## config.mk

```make
export PLATFORM = sky130hd
export DESIGN_NAME = hll_cell_fsm
export DESIGN_NICKNAME = d
export VERILOG_FILES = /design/src/rtl/hll_pkg.sv /design/src/rtl/hll_popcount.sv /design/src/rtl/hll_cell_fsm.sv
export SDC_FILE = /design/constraint.sdc
export NUM_CORES = 1
export LEC_CHECK = 0
export ABC_AREA = 1
export CAP_MARGIN = 20
export CORE_AREA = 2 2 228 230
export DETAILED_ROUTE_END_ITERATION = 8
export DIE_AREA = 0 0 230 232
export HOLD_SLACK_MARGIN = 0.02
export PLACE_DENSITY = 0.71
export SLEW_MARGIN = 10
export SYNTH_ARGS = -nofsm -noshare
export SYNTH_HDL_FRONTEND = slang
export SYNTH_HIERARCHICAL = 1
export SYNTH_SLANG_ARGS = --single-unit
```

## constraint.sdc

```tcl
create_clock -name clk -period 11.7 [get_ports clk]
set_input_delay 2.34 -clock clk [delete_from_list [all_inputs] [get_ports clk]]
set_output_delay 2.34 -clock clk [all_outputs]
set_load 0.02 [all_outputs]
```

## src/rtl/hll_pkg.sv

```systemverilog
// rtl/hll_pkg.sv - shared state encoding and helper functions for HLL cell variants
package hll_pkg;

  typedef enum logic [1:0] {
    ST_ACCUM   = 2'd0,
    ST_ACTIVE  = 2'd1,
    ST_REFRACT = 2'd2
  } hll_state_e;

  // Widest hash word the leading-zero counter handles
  localparam int LZC_MAX_W = 256;

  function automatic int hll_clog2(input int value);
    int result;
    result = 0;
    for (int i = 0; i < 31; i++) begin
      if ((1 << i) < value) result = i + 1;
    end
    return result;
  endfunction

  // Leading zeros of the low 'width' bits of word; returns width when all zero
  function automatic int hll_lzc(input logic [LZC_MAX_W-1:0] word, input int width);
    int   zeros;
    logic found;
    zeros = 0;
    found = 1'b0;
    for (int i = LZC_MAX_W - 1; i >= 0; i--) begin
      if ((i < width) && !found) begin
        if (word[i]) found = 1'b1;
        else         zeros = zeros + 1;
      end
    end
    return zeros;
  endfunction

endpackage

```

## src/rtl/hll_popcount.sv

```systemverilog
// rtl/hll_popcount.sv - registered population count of the touch bitmap, 1-cycle latency
module hll_popcount
  import hll_pkg::*;
#(
  parameter int IN_DEGREE = 256,
  parameter int CNT_W     = hll_clog2(IN_DEGREE + 1)
) (
  input  logic                 clk,
  input  logic                 reset,
  input  logic                 clr,
  input  logic [IN_DEGREE-1:0] bits,
  output logic [CNT_W-1:0]     count
);

  logic [CNT_W-1:0] sum;

  always_comb begin
    sum = '0;
    for (int i = 0; i < IN_DEGREE; i++) begin
      sum = sum + CNT_W'(bits[i]);
    end
  end

  always_ff @(posedge clk or posedge reset) begin
    if (reset)    count <= '0;
    else if (clr) count <= '0;
    else          count <= sum;
  end

endmodule

```

## src/rtl/hll_cell_fsm.sv

```systemverilog
// rtl/hll_cell_fsm.sv - HLL neuron cell: sticky touch bitmap wake-up, rank absorb, timed phases
// Optional accumulation window enabled by defining HLL_CELL_WINDOW_EN.
module hll_cell_fsm
  import hll_pkg::*;
#(
  parameter int  HASH_WIDTH     = 64,
  parameter int  IN_DEGREE      = 256,
  parameter int  HOLD_CYCLES    = 64,
  parameter int  REFRACT_CYCLES = 16,
  parameter int  WINDOW_CYCLES  = 1024,
  localparam int CNT_W          = hll_clog2(IN_DEGREE + 1),
  localparam int RANK_W         = hll_clog2(HASH_WIDTH + 2)
) (
  input  logic                  clk,
  input  logic                  reset,
  input  logic [IN_DEGREE-1:0]  touch_attempts,
  input  logic [CNT_W-1:0]      thresh,
  input  logic                  force_sleep,
  input  logic                  rank_clr,
  input  logic                  hash_valid,
  output logic                  hash_ready,
  input  logic [HASH_WIDTH-1:0] hash_data,
  output logic                  active,
  output logic                  wake_pulse,
  output logic [1:0]            state,
  output logic [CNT_W-1:0]      touch_count,
  output logic [RANK_W-1:0]     rank
);

  localparam int TMR_MAX = (HOLD_CYCLES > REFRACT_CYCLES) ? HOLD_CYCLES : REFRACT_CYCLES;
  localparam int TMR_W   = (hll_clog2(TMR_MAX + 1) < 1) ? 1 : hll_clog2(TMR_MAX + 1);

  hll_state_e          state_q, state_n;
  logic [IN_DEGREE-1:0] bitmap_q, bitmap_n;
  logic [TMR_W-1:0]    timer_q, timer_n;
  logic [RANK_W-1:0]   rank_q, rank_n, hash_rank;
  logic                wake_q, wake_n;
  logic                cnt_clr;
  logic                accept;
  logic [CNT_W-1:0]    thresh_eff;

`ifdef HLL_CELL_WINDOW_EN
  localparam int WIN_W = (hll_clog2(WINDOW_CYCLES) < 1) ? 1 : hll_clog2(WINDOW_CYCLES);
  localparam logic [WIN_W-1:0] WIN_LAST = WIN_W'(WINDOW_CYCLES - 1);
  logic [WIN_W-1:0] win_q, win_n;

  always_ff @(posedge clk or posedge reset) begin
    if (reset) win_q <= '0;
    else       win_q <= win_n;
  end
`else
  logic unused_window;
  assign unused_window = (WINDOW_CYCLES != 0);
`endif

  assign thresh_eff = (thresh == '0) ? CNT_W'(1) : thresh;
  assign accept     = hash_valid && (state_q == ST_ACTIVE);
  assign hash_rank  = RANK_W'(hll_lzc(LZC_MAX_W'(hash_data), HASH_WIDTH) + 1);

  hll_popcount #(
    .IN_DEGREE (IN_DEGREE),
    .CNT_W     (CNT_W)
  ) u_popcount (
    .clk   (clk),
    .reset (reset),
    .clr   (cnt_clr),
    .bits  (bitmap_q),
    .count (touch_count)
  );

  always_comb begin
    state_n  = state_q;
    bitmap_n = bitmap_q;
    timer_n  = timer_q;
    rank_n   = rank_q;
    wake_n   = 1'b0;
    cnt_clr  = 1'b0;
`ifdef HLL_CELL_WINDOW_EN
    win_n    = win_q;
`endif

    // Rank is independent of phase changes; clear beats an accepted hash
    if (rank_clr)                              rank_n = '0;
    else if (accept && (hash_rank > rank_q))   rank_n = hash_rank;

    if (force_sleep) begin
      state_n  = ST_ACCUM;
      bitmap_n = '0;
      timer_n  = '0;
      cnt_clr  = 1'b1;
`ifdef HLL_CELL_WINDOW_EN
      win_n    = '0;
`endif
    end else begin
      case (state_q)
        ST_ACCUM: begin
          if (touch_count >= thresh_eff) begin
            state_n  = ST_ACTIVE;
            bitmap_n = '0;
            cnt_clr  = 1'b1;
            timer_n  = TMR_W'(HOLD_CYCLES);
            wake_n   = 1'b1;
`ifdef HLL_CELL_WINDOW_EN
            win_n    = '0;
`endif
          end else begin
            bitmap_n = bitmap_q | touch_attempts;
`ifdef HLL_CELL_WINDOW_EN
            if (bitmap_q != '0) begin
              if (win_q == WIN_LAST) begin
                bitmap_n = '0;
                cnt_clr  = 1'b1;
                win_n    = '0;
              end else begin
                win_n = win_q + 1'b1;
              end
            end
`endif
          end
        end
        ST_ACTIVE: begin
          // A zero hold keeps the cell awake until force_sleep
          if ((HOLD_CYCLES != 0) && (timer_q == TMR_W'(1))) begin
            if (REFRACT_CYCLES == 0) begin
              state_n = ST_ACCUM;
              timer_n = '0;
            end else begin
              state_n = ST_REFRACT;
              timer_n = TMR_W'(REFRACT_CYCLES);
            end
          end else if (timer_q != '0) begin
            timer_n = timer_q - 1'b1;
          end
        end
        ST_REFRACT: begin
          if (timer_q <= TMR_W'(1)) begin
            state_n = ST_ACCUM;
            timer_n = '0;
          end else begin
            timer_n = timer_q - 1'b1;
          end
        end
        default: begin
          state_n = ST_ACCUM;
          timer_n = '0;
        end
      endcase
    end
  end

  always_ff @(posedge clk or posedge reset) begin
    if (reset) begin
      state_q  <= ST_ACCUM;
      bitmap_q <= '0;
      timer_q  <= '0;
      rank_q   <= '0;
      wake_q   <= 1'b0;
    end else begin
      state_q  <= state_n;
      bitmap_q <= bitmap_n;
      timer_q  <= timer_n;
      rank_q   <= rank_n;
      wake_q   <= wake_n;
    end
  end

  assign state      = state_q;
  assign active     = (state_q == ST_ACTIVE);
  assign hash_ready = (state_q == ST_ACTIVE);
  assign wake_pulse = wake_q;
  assign rank       = rank_q;

endmodule

```

# Word-level counts from Yosys, hierarchy flattened
# Cells that the tools add are included.
op_classes:
  reduce_logical: 9
  bitwise: 1
  n_eq_ne: 7
  add_sub_neg: 320
  mux: 274
  n_lt_le_gt_ge: 3
op_table:
  columns: ["op", "count"]
  rows:
  - ["adder 9 x 1 -> 9 bit", 254]
  - ["2-to-1 mux 7 bit", 131]
  - ["2-to-1 mux 256 bit", 3]
  - ["adder 7 x 2 -> 7 bit, second input constant", 62]
  - ["OR 256 bit", 1]
  - ["2-to-1 mux 1 bit", 130]
  - ["one-hot mux 7 bit (3 select lines)", 1]
  - ["2-to-1 mux 9 bit", 2]
  - ["2-to-1 mux 2 bit", 6]
  - [">= comparator 9 bit", 1]
  - ["logical NOT 9 bit", 1]
  - ["equality test 7 x 1 -> 1 bit, second input constant", 1]
  - ["> comparator 7 bit", 1]
  - ["less-or-equal comparator 7 x 1 -> 1 bit, second input constant", 1]
  - ["nonzero test 7 bit", 1]
  - ["subtractor 7 x 1 -> 7 bit, second input constant", 1]
  - ["inequality test 3 bit, second input constant", 2]
  - ["one-hot mux 2 bit (3 select lines)", 1]
  - ["inequality test 4 x 2 -> 1 bit, second input constant", 1]
  - ["nonzero test 2 bit", 2]
  - ["adder 2 x 1 -> 3 bit, second input constant", 1]
  - ["inequality test 3 x 2 -> 1 bit, second input constant", 1]
  - ["AND reduction 3 bit", 1]
  - ["adder 1 x 1 -> 2 bit", 1]
  - ["6 further kinds", 7]
word_totals:
  reg_bits: 282
  output_inout_bits: 21

# Longest topological paths before layout
depth:
  depth_word: 256
  ltp_mapped: 225

# Hierarchy
# Netlist, hierarchy kept.
by_module_without_submodules:
  columns: ["mod", "instances", "area_per_inst_um2", "cells_each"]
  rows:
  - ["hll_cell_fsm", 1, 18091.1, 2606]
  - ["hll_popcount", 1, 7194.4, 713]

# Worst setup path after synthesis
# Ideal clock, no wire load.
synth_timing:
  path_kind: "input to register"
  startpoint: "input hash_data[63]"
  endpoint: "register rank_q[0], in the netlist rank[0]"
  cell_stages: 222
  arrival_time_ps: 35298
  path_buffers: 0
  slack_ps: -23680
  path_cell_list: "nor2_4 -> nand2_1 -> inv_1 -> nor2_1 -> ha_1 -> inv_1 -> nor2_1 -> nand2_1 -> nand2_1 -> ha_1 -> nand2_1 -> nand2_1 -> ha_1 -> or2_2 -> nand2_1 -> inv_1 -> ha_1 -> or2_2 -> [... 186 more ...] -> mux2i_1 -> inv_1 -> ha_1 -> nand3_1 -> inv_1 -> nand2_1 -> nand2_1 -> nand2_1 -> inv_1 -> ha_1 -> nand2_1 -> inv_1 -> a221oi_1 -> o21ai_0 -> nand4_1 -> nor2_1 -> inv_1 -> o21ai_0"
synth_between:
  elab_chain_len: 194
  word_cells_on_any_way: 259
  cone_classes: "64 x add/sub; 1 x order compare; 192 x mux; 2 x reduce/logical"
synth_lines:
  columns: ["item", "line", "rtl"]
  rows:
  - ["start, declared", "hll_cell_fsm.sv:22", "input logic [HASH_WIDTH-1:0] hash_data,"]
  - ["2-to-1 mux 1 bit", "hll_pkg.sv:30", "if (word[i]) found = 1'b1;"]
  - ["adder 1 x 1 -> 2 bit", "hll_pkg.sv:31", "else zeros = zeros + 1;"]
  - ["2-to-1 mux 2 bit", "hll_pkg.sv:30", null]
  - ["2-to-1 mux 2 bit", "hll_pkg.sv:29", "if ((i < width) && !found) begin"]
  - ["adder 2 x 1 -> 3 bit", "hll_pkg.sv:31", null]
  - ["2-to-1 mux 7 bit", "hll_pkg.sv:30", null]
  - ["2-to-1 mux 7 bit", "hll_pkg.sv:29", null]
  - ["adder 7 x 2 -> 7 bit", "hll_pkg.sv:31", null]
  - ["[... 178 more ...]", null, null]
  - ["2-to-1 mux 7 bit", "hll_pkg.sv:29", null]
  - ["adder 7 x 2 -> 7 bit", "hll_pkg.sv:31", null]
  - ["2-to-1 mux 7 bit", "hll_pkg.sv:30", null]
  - ["2-to-1 mux 7 bit *", "hll_pkg.sv:29", null]
  - ["adder 7 x 2 -> 7 bit *", "hll_cell_fsm.sv:58", "assign hash_rank = RANK_W'(hll_lzc(LZC_MAX_W'(hash_data), HASH_WIDTH) + 1);"]
  - ["> comparator 7 bit", "hll_cell_fsm.sv:84", "else if (accept && (hash_rank > rank_q)) rank_n = hash_rank;"]
  - ["logical AND 1 bit", "hll_cell_fsm.sv:84", null]
  - ["nonzero test 2 bit (no line)", null, null]
  - ["end signal, assigned", "hll_cell_fsm.sv:162", "rank_q <= rank_n;"]
  - ["end, declared", "hll_cell_fsm.sv:36", "logic [RANK_W-1:0] rank_q, rank_n, hash_rank;"]
# Every way passes the cells marked *; elsewhere a longest branch is shown, timed or not. The select of a mux whose other input is x is not followed.
# A chain may end at the register's enable or synchronous reset.

# Worst setup path in the final report
layout_timing:
  startpoint: "input hash_data[62]"
  endpoint: "register rank_q[2], in the netlist rank[2]"
layout_between:
  elab_chain_len: 192
  word_cells_on_any_way: 257
  cone_classes: "63 x add/sub; 1 x order compare; 191 x mux; 2 x reduce/logical"
layout_lines:
  columns: ["item", "line"]
  rows:
  - ["2-to-1 mux 2 bit", "hll_pkg.sv:30"]
  - ["2-to-1 mux 2 bit", "hll_pkg.sv:29"]
  - ["adder 2 x 1 -> 3 bit", "hll_pkg.sv:31"]
  - ["2-to-1 mux 7 bit", "hll_pkg.sv:30"]
  - ["2-to-1 mux 7 bit", "hll_pkg.sv:29"]
  - ["adder 7 x 2 -> 7 bit", "hll_pkg.sv:31"]
  - ["2-to-1 mux 7 bit", "hll_pkg.sv:30"]
  - ["2-to-1 mux 7 bit", "hll_pkg.sv:29"]
  - ["[... 176 more ...]", null]
  - ["2-to-1 mux 7 bit", "hll_pkg.sv:29"]
  - ["adder 7 x 2 -> 7 bit", "hll_pkg.sv:31"]
  - ["2-to-1 mux 7 bit", "hll_pkg.sv:30"]
  - ["2-to-1 mux 7 bit *", "hll_pkg.sv:29"]
  - ["adder 7 x 2 -> 7 bit *", "hll_cell_fsm.sv:58"]
  - ["> comparator 7 bit", "hll_cell_fsm.sv:84"]
  - ["logical AND 1 bit", "hll_cell_fsm.sv:84"]
  - ["nonzero test 2 bit (no line)", null]
# Marked as above.

==> key figures <==
Status
  • Status: finished with violations
  • Failing checks: negative setup slack

Floorplanning
  • Initial Utilization: between 40 and 50%
  • Die Area: between 0.05 and 0.06 mm2
  • Num ports: 355
  • Die H: approximately 230 um
  • Die Span X: approximately 230 um
  • Core Footprint: 0.05089 mm2
  • FP Rows: 83

Route
  • Post-DR vias/cell: 4.741
  • 1st-iter DRT viols: around 1100
  • Drt wl/cell: roughly 14 um
  • DRC viols: 0
  • Vias: between 20000 and 25000
  • ANT nets after route: 0
  • Routed WL: about 65000 um
  • Drt first pass iters: 4

Clocking
  • Clock slew at reported path FFs: 0.06 ns
  • CTS tree: built
  • CTS Buffer Depth: 3
  • CTS Buf Count: 31
  • Root Driver: clkbuf_16
  • CTS Hold Bufs: 0
  • CTS HTree Levels: 1
  • Clock Sink Count: 282
  • Worst skew pair latency: 0.59 ns

GRT
  • Largest net degree at the start of global routing: 172
  • GRT overflow: 0
  • Gr usage total: approximately 24%
  • Initial antenna violation count: 19
  • First-pass GRT wire length: about 110000 um
  • Vias in the first global route: approximately 23000

Critical path
  • Crit Path Max Fanout: 4
  • CP peak stage delay: roughly 0.30 ns
  • Crit path kind: primary input to flop
  • Crit path depth: approximately 220
  • Setup crit end kind: flop
  • CP max stage cell: ha_1
  • Largest delay share family, worst path: adder cells
  • Critical Path AT: ~32 ns
  • R2R setup slack: ~4.0 ns
  • Register-to-Register Path Depth: 28
  • Most frequent CP cell: nand2_2
  • CP Data Required Time: 12.20 ns
  • Buf/Inv on CP: 43
  • CP Launch Type: primary input

Hold path
  • Hold Crit Depth: 2
  • Hold Path Class: flop to flop

Cells and area
  • Syn-to-layout area delta: 36.31%
  • Final Util: around 68%
  • Fraction of layout cells with a size suffix above 1: 19.41%
  • Final net count: between 4000 and 5000
  • Fillers: 4215
  • Multi-input logic area: 0.01615 mm2
  • Register area: 0.007057 mm2

Yosys
  • Library cells used by synthesis: 47
  • Syn_nets: ~4000
  • Mean Syn Cell Area: roughly 7.6 um2
  • Mapped cell area: between 0.02 and 0.03 mm2
  • Register area share after synthesis: around 28%
  • Synthesized flop and latch total: 282
  • Synth area leader: dfrtp_1
  • Synth Instances: 3319
  • Syn. warnings: 6
  • Synth top area share: between 20% and 30%
  • Ranking of synthesized cells by area: dfrtp_1 28%, fa_1 19%, inv_1 10%

STA
  • Setup violations, final: 7
  • Fin. max-slew vios: 0
  • Final setup margin: -20.15 ns
  • RSZ-0062 raised after global routing: true
  • Final hold viol count: 0
  • Post-route minimum period: between 30 and 40 ns
  • Slew HR: between 20% and 30%
  • Worst slew pin tran: ~1.1 ns
  • FMAX: 0.03140 GHz
  • Worst clock skew: approximately 0.017 ns
  • Final worst path period share: 272.2%

Place
  • Detail Placement HPWL: roughly 50000 um
  • IO Port Bufs: around 350
  • GPL Wtd Cong: approximately 0.86

Flow run
  • Max Cap Viol: 0
==> path summary, 6_finish.rpt <==
path | startpoint | endpoint
min in group asynchronous | reset | u_popcount/count[2]$_DFF_PP0_
min | bitmap_q[0]$_DFFE_PP0P_ | bitmap_q[0]$_DFFE_PP0P_
max | hash_data[62] | rank[2]$_DFFE_PP0P_
max in group asynchronous | reset | bitmap_q[117]$_DFFE_PP0P_
min reg2reg | bitmap_q[0]$_DFFE_PP0P_ | bitmap_q[0]$_DFFE_PP0P_
max reg2reg | bitmap_q[137]$_DFFE_PP0P_ | u_popcount/count[6]$_DFF_PP0_
==> state kept, by name (all words and copies together) (netlist names) <==
| register | cells |
|---|---|
| state | 2 |
| wake_pulse | 1 |
| timer_q | 7 |
| u_popcount/count | 9 |
| rank | 7 |
| bitmap_q | 256 |
==> worst min-delay path: cells and delay by family (launching register included) <==
kind / cells / cell delay [ns]
flip-flops: 1 / 0.34
AND/OR/NAND/NOR: 1 / 0.09
AO/OA/AOI/OAI: 1 / 0.04
==> per-layer routing <==
metal | wire [um] | GRT usage (%) | vias to the layer above
li1 | - | - | 11487
met2 | 32620 | 42.93 | 381
met3 | 3175 | 4.015 | 106
met4 | 1732 | 6.512 | 16
met5 | 104 | 0 | -
met1 | 27820 | 30.86 | 10491
==> cell type report <==
class	count	area share [%]
antenna	12	0.08713
clock buffer	39	2.454
clock inverter	19	0.6934
inverter	759	8.440
multi-input combinational	2223	46.86
sequential	282	20.47
tap	680	2.469
timing repair buffer	728	18.52
==> cell usage in the layout, fill, tap and decap left out, drive strengths merged, types with 17 or more instances in the layout <==
cell type      instances
clkbuf                39
fa                   242
inv                  759
or2                   24
nor2                 521
dfrtp                282
xor2                  28
a21oi                284
nand3                224
buf                  378
xnor2                 22
nand3b                17
o21ai                 42
ha                   118
clkdlybuf4s50        350
nand2                648
==> what timing repair did <==
action / CTS / global route
setup endpoints to repair: 7 / 7
resized for setup: 42 / 173
setup buffers: 31 / 15
pin swaps: 28 / 95
==> synth_stat cells (all sizes together) <==
master    n
o31ai     1
a311oi    1
a21o      2
nand3b   17
o21ai    42
fa      242
xor2     28
a21oi   284
clkbuf   49
clkinv    3
o22ai     4
nand2   648
nor4      3
nor2    521
mux2i     5
or2      24
nand3   224
ha      118
o21bai    1
nand4    16
a221oi    1
nor3b     2
a31oi     1
and2      1
inv     756
a31o      1
o211ai    1
xnor2    22
nor3     13
dfrtp   282
buf       6
==> through the flow <==
stage	instances	hold slack [ns]	worst slack (ns)	area, um2	setup TNS (ns)
finish	4742	0.5087	-20.15	34470	-140.79
global route	4739	0.5358	-21.45	34460	-149.96
CTS	4717	0.5138	-20.95	33570	-146.53
detailed placement	4628	0.4990	-22.44	32090	-157.00
global placement	4628	0.4894	-21.71	32090	-151.87
floorplan	3319	0.4740	-20.45	25390	-143.08
==> cells by family after synthesis <==
| kind of cell | after synthesis | synth area share [%] |
|---|---|---|
| DFF | 282 | 27.91 |
| and+or+nand+nor | 1469 | 26.02 |
| xor gates and xnor gates | 50 | 1.762 |
| AOI/OAI and AO/OA | 339 | 6.829 |
| muxes | 5 | 0.1979 |
| adders and majority gates | 360 | 25.00 |
| buffers and inverters | 814 | 12.29 |
Power is not shown: default switching activity piles up to over one toggle a cycle in this logic, so the estimate is an artifact.
